**src/rtl/sid_bus_sequencer.sv**
```systemverilog
// sid_bus_sequencer: replays FIFO-buffered host commands as single-cycle SID register writes,
// with tick-timed WAITs. Define SID_SHADOW_EN to add the 32x8 shadow readback array.
module sid_bus_sequencer #(
  parameter int unsigned FIFO_AW = 4
) (
  input  logic               CLK,
  input  logic               RSTn,
  input  logic               CLKen,
  input  logic               FLUSH,
  input  logic               IN_VALID,
  output logic               IN_READY,
  input  logic [15:0]        IN_CMD,
  output logic               WR,
  output logic [4:0]         ADDR,
  output logic [7:0]         DATA,
  output logic               BUSY,
  output logic [FIFO_AW:0]   LEVEL,
  input  logic [4:0]         RD_ADDR,
  output logic [7:0]         RD_DATA
);

  localparam int unsigned Depth = 2 ** FIFO_AW;
  localparam logic [FIFO_AW:0]   LvlFull = {1'b1, {FIFO_AW{1'b0}}};
  localparam logic [FIFO_AW:0]   LvlOne  = {{FIFO_AW{1'b0}}, 1'b1};
  localparam logic [FIFO_AW-1:0] PtrOne  = {{(FIFO_AW-1){1'b0}}, 1'b1};

  typedef enum logic [1:0] {StIdle, StIssue, StWait} state_e;

  state_e              r_state, w_state_d;
  logic [15:0]         r_mem [Depth];
  logic [FIFO_AW-1:0]  r_wptr, r_rptr;
  logic [FIFO_AW:0]    r_level, w_level_d;
  logic [12:0]         r_cmd, w_cmd_d;
  logic [14:0]         r_cnt, w_cnt_d;
  logic                r_wr;
  logic [4:0]          r_addr;
  logic [7:0]          r_data;
  logic                w_full, w_empty, w_push, w_pop, w_issue;
  logic [15:0]         w_head;

  assign w_full   = (r_level == LvlFull);
  assign w_empty  = (r_level == '0);
  assign IN_READY = RSTn & ~w_full & ~FLUSH;
  assign w_push   = IN_VALID & IN_READY;
  assign w_head   = r_mem[r_rptr];

  always_ff @(posedge CLK) begin
    if (w_push) r_mem[r_wptr] <= IN_CMD;
  end

  always_comb begin
    w_level_d = r_level;
    unique case ({w_push, w_pop})
      2'b10:   w_level_d = r_level + LvlOne;
      2'b01:   w_level_d = r_level - LvlOne;
      default: w_level_d = r_level;
    endcase
  end

  always_comb begin
    w_state_d = r_state;
    w_cmd_d   = r_cmd;
    w_cnt_d   = r_cnt;
    w_pop     = 1'b0;
    w_issue   = 1'b0;
    unique case (r_state)
      StIdle: begin
        if (!w_empty) begin
          w_pop   = 1'b1;
          w_cmd_d = w_head[12:0];
          if (w_head[15]) begin
            w_cnt_d   = w_head[14:0];
            w_state_d = StWait;
          end else begin
            w_state_d = StIssue;
          end
        end
      end
      StIssue: begin
        if (CLKen) begin
          w_issue   = 1'b1;
          w_state_d = StIdle;
        end
      end
      StWait: begin
        if (r_cnt == '0) begin
          w_state_d = StIdle;
        end else if (CLKen) begin
          w_cnt_d = r_cnt - 15'd1;
          if (r_cnt == 15'd1) w_state_d = StIdle;
        end
      end
      default: w_state_d = StIdle;
    endcase
    // Abort wins over everything, including a pending issue on this edge.
    if (FLUSH) begin
      w_state_d = StIdle;
      w_pop     = 1'b0;
      w_issue   = 1'b0;
    end
  end

  always_ff @(posedge CLK or negedge RSTn) begin
    if (!RSTn) begin
      r_state <= StIdle;
      r_wptr  <= '0;
      r_rptr  <= '0;
      r_level <= '0;
      r_cmd   <= '0;
      r_cnt   <= '0;
      r_wr    <= 1'b0;
      r_addr  <= '0;
      r_data  <= '0;
    end else begin
      r_state <= w_state_d;
      r_cmd   <= w_cmd_d;
      r_cnt   <= w_cnt_d;
      r_wr    <= w_issue;
      if (FLUSH) begin
        r_wptr  <= '0;
        r_rptr  <= '0;
        r_level <= '0;
      end else begin
        r_level <= w_level_d;
        if (w_push) r_wptr <= r_wptr + PtrOne;
        if (w_pop)  r_rptr <= r_rptr + PtrOne;
      end
      if (w_issue) begin
        r_addr <= r_cmd[12:8];
        r_data <= r_cmd[7:0];
      end
    end
  end

  assign WR    = r_wr;
  assign ADDR  = r_addr;
  assign DATA  = r_data;
  assign LEVEL = r_level;
  assign BUSY  = !w_empty || (r_state != StIdle);

`ifdef SID_SHADOW_EN
  logic [7:0] r_shadow [32];
  logic [7:0] r_rd_data;

  always_ff @(posedge CLK or negedge RSTn) begin
    if (!RSTn) begin
      for (int i = 0; i < 32; i++) r_shadow[i] <= '0;
      r_rd_data <= '0;
    end else begin
      if (w_issue) r_shadow[r_cmd[12:8]] <= r_cmd[7:0];
      // Forward a same-edge write so the read never returns stale data.
      if (w_issue && (r_cmd[12:8] == RD_ADDR)) r_rd_data <= r_cmd[7:0];
      else                                     r_rd_data <= r_shadow[RD_ADDR];
    end
  end

  assign RD_DATA = r_rd_data;
`else
  logic w_rd_addr_unused;
  assign w_rd_addr_unused = ^RD_ADDR;
  assign RD_DATA = 8'h00;
`endif

endmodule

```
**config.mk**
```make
export PLATFORM = sky130hd
export DESIGN_NAME = sid_bus_sequencer
export DESIGN_NICKNAME = d
export VERILOG_FILES = /design/src/rtl/sid_bus_sequencer.sv
export SDC_FILE = /design/constraint.sdc
export NUM_CORES = 1
export LEC_CHECK = 0
export CORE_MARGIN = 5
export CORE_UTILIZATION = 50
export CTS_CLUSTER_DIAMETER = 150
export CTS_CLUSTER_SIZE = 16
export DETAILED_ROUTE_END_ITERATION = 7
export PLACE_DENSITY = 0.68
export SKIP_CTS_REPAIR_TIMING = 1
export SYNTH_ARGS = -nofsm -noshare
export SYNTH_HDL_FRONTEND = slang
export SYNTH_SLANG_ARGS = --single-unit
```
**constraint.sdc**
```tcl
create_clock -name CLK -period 3.8 [get_ports CLK]
set_input_delay 0.38 -clock CLK [delete_from_list [all_inputs] [get_ports CLK]]
set_output_delay 0.38 -clock CLK [all_outputs]
set_load 0.02 [all_outputs]
```
==> results.sh <==
export IMPL_status="finished clean"
export IMPL_rows=58
export IMPL_skew_ns=0.0283
export IMPL_drc=0
export IMPL_path_cells="or4_4 > a31o_1 > or2_4 > xnor2_1 > ha_1 > or3_2 > a31o_2 > o21bai_1 > nand2_1"
export IMPL_slowest_stage="or4_4"
export IMPL_hold_slack_ns=0.258
export IMPL_required_ns=4.26
export IMPL_routed_via_count=7187
export IMPL_cap_violations=0
export IMPL_grt_pass1_vias=7241
export IMPL_met1_length_um=11300
export IMPL_netlist_area_um2=12900
export IMPL_yosysUniqueCellTypes=62
export IMPL_htreeDepth=1
export IMPL_grt_remaining_overflow=0
export IMPL_worst_setup_path_type="reg -> reg"
export IMPL_detail_route_antenna_nets=0
export IMPL_multi_input_comb_area_um2=3490
export IMPL_fin_crit_ns=2.92
export IMPL_hpwl_um=17000
export IMPL_wl_per_cell_um=23.4
export IMPL_die_area_um2=29100
export IMPL_timing_final_ws_setup_ns=0.879
export IMPL_clock_fmax_mhz=342
export IMPL_first_pass_iters=5
export IMPL_setup_tns_final_ns=0
export IMPL_synth_main_ff_cell="edfxtp_1"
export IMPL_cts_buffers_inserted=23
export IMPL_grt_pass1_wl_um=42600
export IMPL_drt_wl_total_um=27800
export IMPL_worst_slew_pin_slew_ns=1.30
export IMPL_syn_inst=787
export IMPL_dp_cells=1147
export IMPL_final_cells=1190
export IMPL_dpl_cell_area_um2=13700
export IMPL_highest_layer="met4"
export IMPL_antenna_found_initial=0
export IMPL_dp_slack_ns=0.903
export IMPL_grt_max_degree=50
export IMPL_synth_seq_area_share_pct=70.6
export IMPL_chipHeight_um=171
export IMPL_port_buffers=41
export IMPL_ff_latch_area_um2=9120
export IMPL_routed_via_density=6.04
export IMPL_layout_cells_most_common_list="256 x edfxtp_1, 56 x mux2i_1, 55 x dfrtp_1"
export IMPL_setup_viol=0
export IMPL_slew_headroom_pct=13.3
export IMPL_peakVddDrop_mv=0.423
export IMPL_syn_to_final_growth_pct=11.7
export IMPL_leakagePower_nw=4.83
export IMPL_p_total_mw=9.16
export IMPL_fillers=1917
export IMPL_final_common_cell="edfxtp_1"
export IMPL_path_max_fanout=9
export IMPL_start_util_pct=50.9
export IMPL_core_um2=25300
export IMPL_die_x_um=171
export IMPL_critPathLaunchType="register"
export IMPL_synth_edf_count=256
export IMPL_final_layout_size_suffix_gt1_share_pct=16.4
export IMPL_end_kind="register"
export IMPL_crit_buf_inv=0
export IMPL_rsz0062_at_grt="no"
export IMPL_synth_warnings=0
export IMPL_avgSynthCellArea_um2=16.4
export IMPL_ioPinCount=55
export IMPL_clk_path_buf_depth=3
export IMPL_synthArstFlopShare_pct=18.2
export IMPL_cp_top_family="simple AND/OR/NAND/NOR gates"
export IMPL_final_cell_area_um2=14400
export IMPL_clkLatencyLatePin_ns=0.53
export IMPL_reg2reg_setup_slack_ns=0.88
export IMPL_finalNetCount=878
export IMPL_drt_iter0_drc=736
export IMPL_slew_violations=0
export IMPL_critPathArrivalTime_ns=3.38
export IMPL_place_gp_congestion=0.841
export IMPL_cts_sinks=313
export IMPL_final_core_util_pct=56.9
export IMPL_finalHoldViolCount=0
export IMPL_finalCritPeriodShare_pct=76.9
export IMPL_path_clk_slew_ns=0.07
export IMPL_grt_usage_pct=19.3
export IMPL_wl_met2_um=13700
export IMPL_cts_tree="done"
export IMPL_cellPowerDensity_nw_per_um2=636
export IMPL_synth_seq_cells=313
export IMPL_antennaDiodeCount=0
export IMPL_max_stage_delay_ns=0.59
export IMPL_dr_wl_met3_um=1950
export IMPL_hold_class="in -> async"
export IMPL_ctsRootBufferMaster="clkbuf_16"
power by group:
part | internal, mW | switching, mW | leakage (nW)
Combinational | 1.18 | 1.47 | 1.51
Sequential | 4.00 | 0.270 | 3.00
Clock | 1.15 | 1.09 | 0.313
worst reg2reg max path, cell delays in order, from the launching register on:
cell      delay, ns
dfrtp_1        0.48
or4_4          0.59
a31o_1         0.27
or2_4          0.25
xnor2_1        0.14
ha_1           0.24
or3_2          0.42
a31o_2         0.25
o21bai_1       0.15
nand2_1        0.07
layer usage:
layer  global-route usage, %  vias up
met5                       0        -
met4                    6.56        0
met3                    2.98       65
met2                    32.2      287
met1                    26.4     3663
li1                        -     3172
sequential cells by signal (all words and copies together), names as in the netlist, 2 cells and up:
name / count
r_mem: 256
r_cnt: 15
r_cmd: 13
DATA: 8
ADDR: 5
LEVEL: 5
r_rptr: 4
r_wptr: 4
r_state: 2
worst paths after layout:
check                           startpoint        end  cells past startpoint
worst max register to register    LEVEL[1]   LEVEL[4]                      9
worst max-delay path              LEVEL[1]   LEVEL[4]                      9
max in group asynchronous             RSTn  r_rptr[0]                      3
min in group CLK                  r_cmd[8]   r_cmd[8]                      2
worst min register to register    r_cmd[8]   r_cmd[8]                      2
worst min-delay path                  RSTn   LEVEL[3]                      2
Yosys cell counts, drive strengths merged (4+ instances only):
library cell / number / area share (%)
edfxtp: 256 / 60
dfrtp: 57 / 11
mux2i: 56 / 4.3
o21ai: 46 / 1.9
nor2: 42 / 1.2
nand2: 41 / 1.2
mux4: 40 / 7.0
buf: 30 / 1.8
a221oi: 25 / 1.7
a21oi: 22 / 0.85
clkbuf: 20 / 0.66
inv: 14 / 0.41
mux2: 14 / 1.2
nor3: 14 / 0.58
ha: 9 / 0.87
nor4: 9 / 0.44
a31oi: 8 / 0.39
nand3: 8 / 0.31
a22oi: 7 / 0.41
and2: 7 / 0.34
nand2b: 6 / 0.29
or3: 5 / 0.25
a2bb2oi: 4 / 0.27
layout make-up:
| class | count | area share [%] |
|---|---|---|
| Sequential cell | 313 | 63.3 |
| Multi-Input combinational cell | 415 | 24.2 |
| Timing Repair Buffer | 75 | 4.69 |
| Clock buffer | 40 | 4.44 |
| Tap cell | 330 | 2.87 |
| Inverter | 15 | 0.391 |
| Clock inverter | 2 | 0.122 |
cell families after synthesis:
kind of cell	Yosys count	synth area share, %
fa+ha+maj	9	0.873
compound gates	135	7.02
mux	110	12.5
other cells	1	0.0291
simple gates	147	5.49
buf+inv	66	3.00
flops	313	70.6
xor+xnor	6	0.407
(Power assumes the default switching activity.)
